File: src/rtl/gpio_seq_pkg.sv
// Shared state encoding and default sizing for the GPIO sequence responder.
package gpio_seq_pkg;

    localparam int NSTEPS_DEF = 8;
    localparam int DLY_W_DEF  = 16;
    localparam int TMO_W_DEF  = 20;
    localparam int GPIO_W     = 8;

    typedef enum logic [2:0] {
        S_IDLE,
        S_WAIT_MATCH,
        S_DELAY,
        S_DRIVE,
        S_DONE,
        S_ERR
    } state_t;

endpackage

File: src/rtl/gpio_sync2.sv
// Two-flop synchronizer bringing the asynchronous gpio pattern into clk.
module gpio_sync2 #(
    parameter int W = 8
) (
    input  logic         clk,
    input  logic         resetn,
    input  logic [W-1:0] d,
    output logic [W-1:0] q
);

    logic [W-1:0] meta;

    always_ff @(posedge clk or negedge resetn) begin
        if (!resetn) begin
            meta <= '0;
            q    <= '0;
        end else begin
            meta <= d;
            q    <= meta;
        end
    end

endmodule

File: src/rtl/gpio_seq_responder.sv
// Table-driven GPIO responder: wait for a stable pattern on gpio[15:8],
// delay, then drive the programmed response on gpio[7:0], step by step.
module gpio_seq_responder
    import gpio_seq_pkg::*;
#(
    parameter int NSTEPS = NSTEPS_DEF,
    parameter int DLY_W  = DLY_W_DEF,
    parameter int TMO_W  = TMO_W_DEF
) (
    input  logic                      clk,
    input  logic                      resetn,
    input  logic                      enable,
    input  logic [GPIO_W-1:0]         gpio_hi_in,
    output logic [GPIO_W-1:0]         gpio_lo_out,
    output logic                      gpio_lo_oe,
    input  logic                      cfg_we,
    input  logic [$clog2(NSTEPS)-1:0] cfg_addr,
    input  logic [GPIO_W-1:0]         cfg_match,
    input  logic [GPIO_W-1:0]         cfg_drive,
    input  logic [DLY_W-1:0]          cfg_delay,
    input  logic [$clog2(NSTEPS):0]   cfg_nsteps,
    output logic                      busy,
    output logic                      done,
    output logic                      timeout_err,
    output logic [$clog2(NSTEPS)-1:0] step_idx
);

    localparam int IW = $clog2(NSTEPS);
    localparam int NW = IW + 1;

    state_t            state, state_n;
    logic [GPIO_W-1:0] hi_s;
    logic              en_q;
    logic              start;
    logic              hit, hit_q, qualified;
    logic              last;
    logic [NW-1:0]     nsteps_r, nsteps_lim;
    logic [IW-1:0]     idx;
    logic [DLY_W-1:0]  dly_cnt;
    logic [TMO_W-1:0]  tmo_cnt, tmo_next;

    logic [GPIO_W-1:0] match_tab [NSTEPS];
    logic [GPIO_W-1:0] drive_tab [NSTEPS];
    logic [DLY_W-1:0]  delay_tab [NSTEPS];

    gpio_sync2 #(.W(GPIO_W)) u_sync (
        .clk    (clk),
        .resetn (resetn),
        .d      (gpio_hi_in),
        .q      (hi_s)
    );

    assign start      = enable & ~en_q;
    assign hit        = (hi_s == match_tab[idx]);
    assign qualified  = hit & hit_q;
    assign tmo_next   = tmo_cnt + TMO_W'(1);
    assign last       = (NW'(idx) + NW'(1)) == nsteps_r;
    assign nsteps_lim = (cfg_nsteps > NW'(NSTEPS)) ? NW'(NSTEPS) : cfg_nsteps;

    assign busy        = (state == S_WAIT_MATCH) || (state == S_DELAY) || (state == S_DRIVE);
    assign done        = (state == S_DONE);
    assign timeout_err = (state == S_ERR);
    assign step_idx    = idx;

    always_ff @(posedge clk or negedge resetn) begin
        if (!resetn) state <= S_IDLE;
        else         state <= state_n;
    end

    always_comb begin
        state_n = state;
        unique case (state)
            S_IDLE: begin
                if (start) state_n = (cfg_nsteps == '0) ? S_DONE : S_WAIT_MATCH;
            end
            S_WAIT_MATCH: begin
                if (!enable)        state_n = S_IDLE;
                else if (qualified) state_n = (delay_tab[idx] == '0) ? S_DRIVE : S_DELAY;
                else if (&tmo_next) state_n = S_ERR;
            end
            S_DELAY: begin
                // Counter holds the remaining DELAY cycles, so 1 means this is the last
                if (!enable)                       state_n = S_IDLE;
                else if (dly_cnt <= DLY_W'(1))     state_n = S_DRIVE;
            end
            S_DRIVE: begin
                if (!enable)   state_n = S_IDLE;
                else if (last) state_n = S_DONE;
                else           state_n = S_WAIT_MATCH;
            end
            S_DONE, S_ERR: begin
                if (!enable) state_n = S_IDLE;
            end
            default: state_n = S_IDLE;
        endcase
    end

    // en_q resets high so an enable held across reset needs a fresh rise
    always_ff @(posedge clk or negedge resetn) begin
        if (!resetn) begin
            en_q     <= 1'b1;
            hit_q    <= 1'b0;
            nsteps_r <= '0;
            idx      <= '0;
            dly_cnt  <= '0;
            tmo_cnt  <= '0;
        end else begin
            en_q  <= enable;
            hit_q <= (state == S_WAIT_MATCH && state_n == S_WAIT_MATCH) ? hit : 1'b0;

            if (state == S_IDLE && start) nsteps_r <= nsteps_lim;

            if (state_n == S_IDLE || state == S_IDLE) idx <= '0;
            else if (state == S_DRIVE)                idx <= idx + IW'(1);

            if (state == S_WAIT_MATCH && qualified)    dly_cnt <= delay_tab[idx];
            else if (state == S_DELAY && dly_cnt != '0) dly_cnt <= dly_cnt - DLY_W'(1);
            else if (state != S_DELAY)                 dly_cnt <= '0;

            tmo_cnt <= (state == S_WAIT_MATCH && state_n == S_WAIT_MATCH) ? tmo_next : '0;
        end
    end

    // Output is captured on DRIVE entry so it is visible during the DRIVE cycle
    always_ff @(posedge clk or negedge resetn) begin
        if (!resetn) begin
            gpio_lo_out <= '0;
            gpio_lo_oe  <= 1'b0;
        end else if (state_n == S_DRIVE) begin
            gpio_lo_out <= drive_tab[idx];
            gpio_lo_oe  <= 1'b1;
        end else if (state_n == S_IDLE && state != S_IDLE) begin
            gpio_lo_oe  <= 1'b0;
        end
    end

    always_ff @(posedge clk or negedge resetn) begin
        if (!resetn) begin
            for (int i = 0; i < NSTEPS; i++) begin
                match_tab[i] <= '0;
                drive_tab[i] <= '0;
                delay_tab[i] <= '0;
            end
        end else if (cfg_we && !busy) begin
            match_tab[cfg_addr] <= cfg_match;
            drive_tab[cfg_addr] <= cfg_drive;
            delay_tab[cfg_addr] <= cfg_delay;
        end
    end

endmodule

File: config.mk
export PLATFORM = sky130hd
export DESIGN_NAME = gpio_seq_responder
export DESIGN_NICKNAME = d
export VERILOG_FILES = /design/src/rtl/gpio_seq_pkg.sv /design/src/rtl/gpio_sync2.sv /design/src/rtl/gpio_seq_responder.sv
export SDC_FILE = /design/constraint.sdc
export NUM_CORES = 1
export LEC_CHECK = 0
export CAP_MARGIN = 20
export CORE_MARGIN = 10
export CORE_UTILIZATION = 30
export DETAILED_ROUTE_END_ITERATION = 7
export PLACE_DENSITY_LB_ADDON = 0.25
export SYNTH_ARGS = -nofsm -noshare
export SYNTH_HDL_FRONTEND = slang
export SYNTH_SLANG_ARGS = --single-unit
File: constraint.sdc
create_clock -name clk -period 5.9 [get_ports clk]
set_input_delay 1.77 -clock clk [delete_from_list [all_inputs] [get_ports clk]]
set_output_delay 1.77 -clock clk [all_outputs]
set_load 0.01 [all_outputs]
==> out/summary.txt <==
row cnt: 82
RSZ-0062 raised after global routing: no
ys async rst share: 100%
Setup crit start: step_idx[0]
Internal Power: 4750 uW
Required @ worst endpoint: 4.13 ns
logic gate share of total power: 15.2%
Finished Layout Cells: 1838
CTS tree: done
CP Max Fanout: 38
syn_area_per_cell: 14.3 sq um
antenna diode count: 0
crit share post-route: 71.3%
Layout Skew: 0.0196 ns
Slew headroom: 28.2%
vias in the first global route: 9720
worst hold slack: 0.345 ns
most common library cell in the layout ignoring fill and taps: dfrtp_1
RePlAce Congestion: 0.761
status: finished clean
Post-synth EDFFs: 0
number of max-cap violations: 0
Final setup viols: 0
clock tree root driver cell: clkbuf_16
reg2reg start: step_idx[1]
drc violations: 0
switching power: 1540 uW
fin nets: 1196
Layout area overhead: 17.0%
area occupied by multi-input gates: 6780 sq um
post-synth cell types: 64
IO Count: 66
Hold Path Stages: 0
CTS Hold Buffers Added: 0
dpl cells: 1770
Synth top area share: 53.4%
Clk pwr share: 37.1%
DRT Wirelength: 37.0 mm
PwrDens: 350 nW/um^2
Hold EP: u_sync.q[1]
Max Slew Vio Count: 0
TritonCTS sink count: 329
Worst R2R Setup Slack: 1.72 ns
mapped cell area: 15400 sq um
startpoint class of the critical path: flop
ys flop type: dfrtp_1
Worst Hold Launch: u_sync.meta[1]
fmax: 238 MHz
vias per inst: 4.98
clock transition at the registers of the reported paths: 0.06 ns
YS warnings: 0
Chip Height: 246 um
remaining antenna violation count: 0
commonest non-fill, non-tap cells in the layout: 325 x dfrtp_1, 268 x mux2_2, 64 x clkdlybuf4s50_1
largest net degree at the start of global routing: 107
global-route wire length before repair: 59.2 mm
arrival time at the worst endpoint: 2.44 ns
FF-to-FF End: gpio_lo_out[0]
#FFs+latches synth: 329
fillers: 4816
Hold Fails Final Rpt: 0
grt ovf: 0
Finished Cell Area: 18000 sq um
Sw Share: 24.4%
area of placed instances: 16700 sq um
CORE AREA: 50400 sq um
vias: 9152
Worst IR Drop VDD: 0.198 mV
sequential-to-total area share from yosys stat: 53.6%
share of cells above drive strength 1: 37.8%
Num CTS Buffers: 38
Avg WL per Cell: 20.1 um
Register Area: 8240 sq um
HPWL Detailed: 23.5 mm
Slew @ Worst Pin: 1.07 ns
worst setup path category: flop to primary output
initial core utilization: 30.5%
Worst-Skew Late Latency: 0.53 ns
post-CTS sizing: 0
Clock Path Buffers: 3
FF-to-FF path depth: 8
I/O Buffers: 65
Setup crit end kind: primary output
Setup Total Neg Slack: 0 ns
cells taking the most area after synthesis: dfrtp_1 53%, mux2_2 20%, mux4_2 8.8%
Die Area: 60700 sq um
Hold Path Class: flop to flop
post-CTS setup repair buffer count: 0
clock period minus worst slack: 4.21 ns
antenna violations before repair: 5
DR iter-0 viols: 429
Flop pwr share: 47.7%
post-synthesis cell count: 1077
post-synth top area cell: dfrtp_1
H-Tree Depth: 2
Pleak: 0.00729 uW
Chip Width: 246 um
Total GRT Usage: 12.3%
router iterations before antenna repair: 4
syn_nets: 1134
Util after Layout: 35.7%
-- synth_stat cells, types with 4 or more instances --
| master | instances |
|---|---|
| dfrtp_1 | 328 |
| mux2_2 | 268 |
| mux4_2 | 60 |
| nor2_1 | 47 |
| nor3_1 | 29 |
| mux2i_1 | 27 |
| nand2_1 | 27 |
| clkbuf_1 | 24 |
| a21oi_1 | 23 |
| xnor2_1 | 22 |
| xor2_1 | 19 |
| buf_1 | 17 |
| nor4_1 | 12 |
| inv_1 | 11 |
| nor3_2 | 11 |
| buf_2 | 10 |
| nand4_1 | 9 |
| mux2_4 | 8 |
| nand3_1 | 8 |
| o22ai_1 | 8 |
| o21ai_0 | 7 |
| a211oi_1 | 6 |
| buf_6 | 6 |
| ha_1 | 6 |
| nor2b_1 | 6 |
| or4_1 | 6 |
| nand2b_1 | 5 |
| nand3b_1 | 5 |
| nor3b_1 | 4 |
-- worst max path at each step --
stage	to	slack (ns)	depth (start not counted)
after floorplan	gpio_lo_out[0]	2.37	8
after global placement	tmo_cnt[4]	1.46	9
after detailed placement	tmo_cnt[10]	1.40	9
after CTS	step_idx[0]	1.63	2
after global routing	gpio_lo_out[1]	1.49	8
final	step_idx[0]	1.69	2
-- layout make-up --
class	count	area share [%]
clock buffers	60	6.54
clock inverters	7	0.348
inverters	11	0.229
multi-input cells	675	37.7
flip-flops and latches	329	45.8
well taps	672	4.67
repair buffers	84	4.71
-- power by group through the flow --
stage | sequential, uW | clock, uW | combinational (uW)
after global placement | 3020 | 0 | 941
after detailed placement | 3040 | 0 | 969
after CTS | 3000 | 2400 | 972
after global routing | 3060 | 2510 | 1050
after floorplan | 2940 | 0 | 727
final | 3000 | 2330 | 955
-- metrics by stage --
| stage | power (uW) | setup slack (ns) |
|---|---|---|
| 5_1_grt | 6620 | 1.49 |
| 2_1_floorplan | 3670 | 2.37 |
| 3_5_place_dp | 4010 | 1.40 |
| 3_3_place_gp | 3970 | 1.46 |
| 4_1_cts | 6380 | 1.63 |
| 6_report | 6290 | 1.69 |
-- flip-flops by register name (all words and copies together), names as in the netlist --
name / cells
nsteps_r: 4
en_q: 1
state: 3
hit_q: 1
gpio_lo_oe: 1
u_sync.q: 8
gpio_lo_out: 8
step_idx: 3
tmo_cnt: 20
dly_cnt: 16
delay_tab: 128
u_sync.meta: 8
drive_tab: 64
match_tab: 64
-- worst max-delay path, stage by stage (launching register included) --
cell and delay (ns):
dfrtp_4 0.93, buf_4 0.37, clkdlybuf4s50_1 0.60
-- cell families (layout without fill, tap and decap cells) --
group	count (synthesis)	count (layout)	share of synthesized area, %
muxes	363	363	31.0
DFF	329	329	53.6
xor gates and xnor gates	41	41	2.34
AOI/OAI and AO/OA	73	73	3.26
buffers and inverters	73	162	2.41
and+or+nand+nor	192	192	6.98
adders and majority gates	6	6	0.488
-- routing by layer --
layer / vias up / track usage (%) / wire length, um
met2: 151 / 18.8 / 16700
met3: 48 / 2.89 / 1920
li1: 4120 / - / -
met1: 4823 / 17.5 / 17800
met5: - / 0 / 64
met4: 10 / 2.40 / 483
Note: power is estimated with default switching activity, not from simulation.
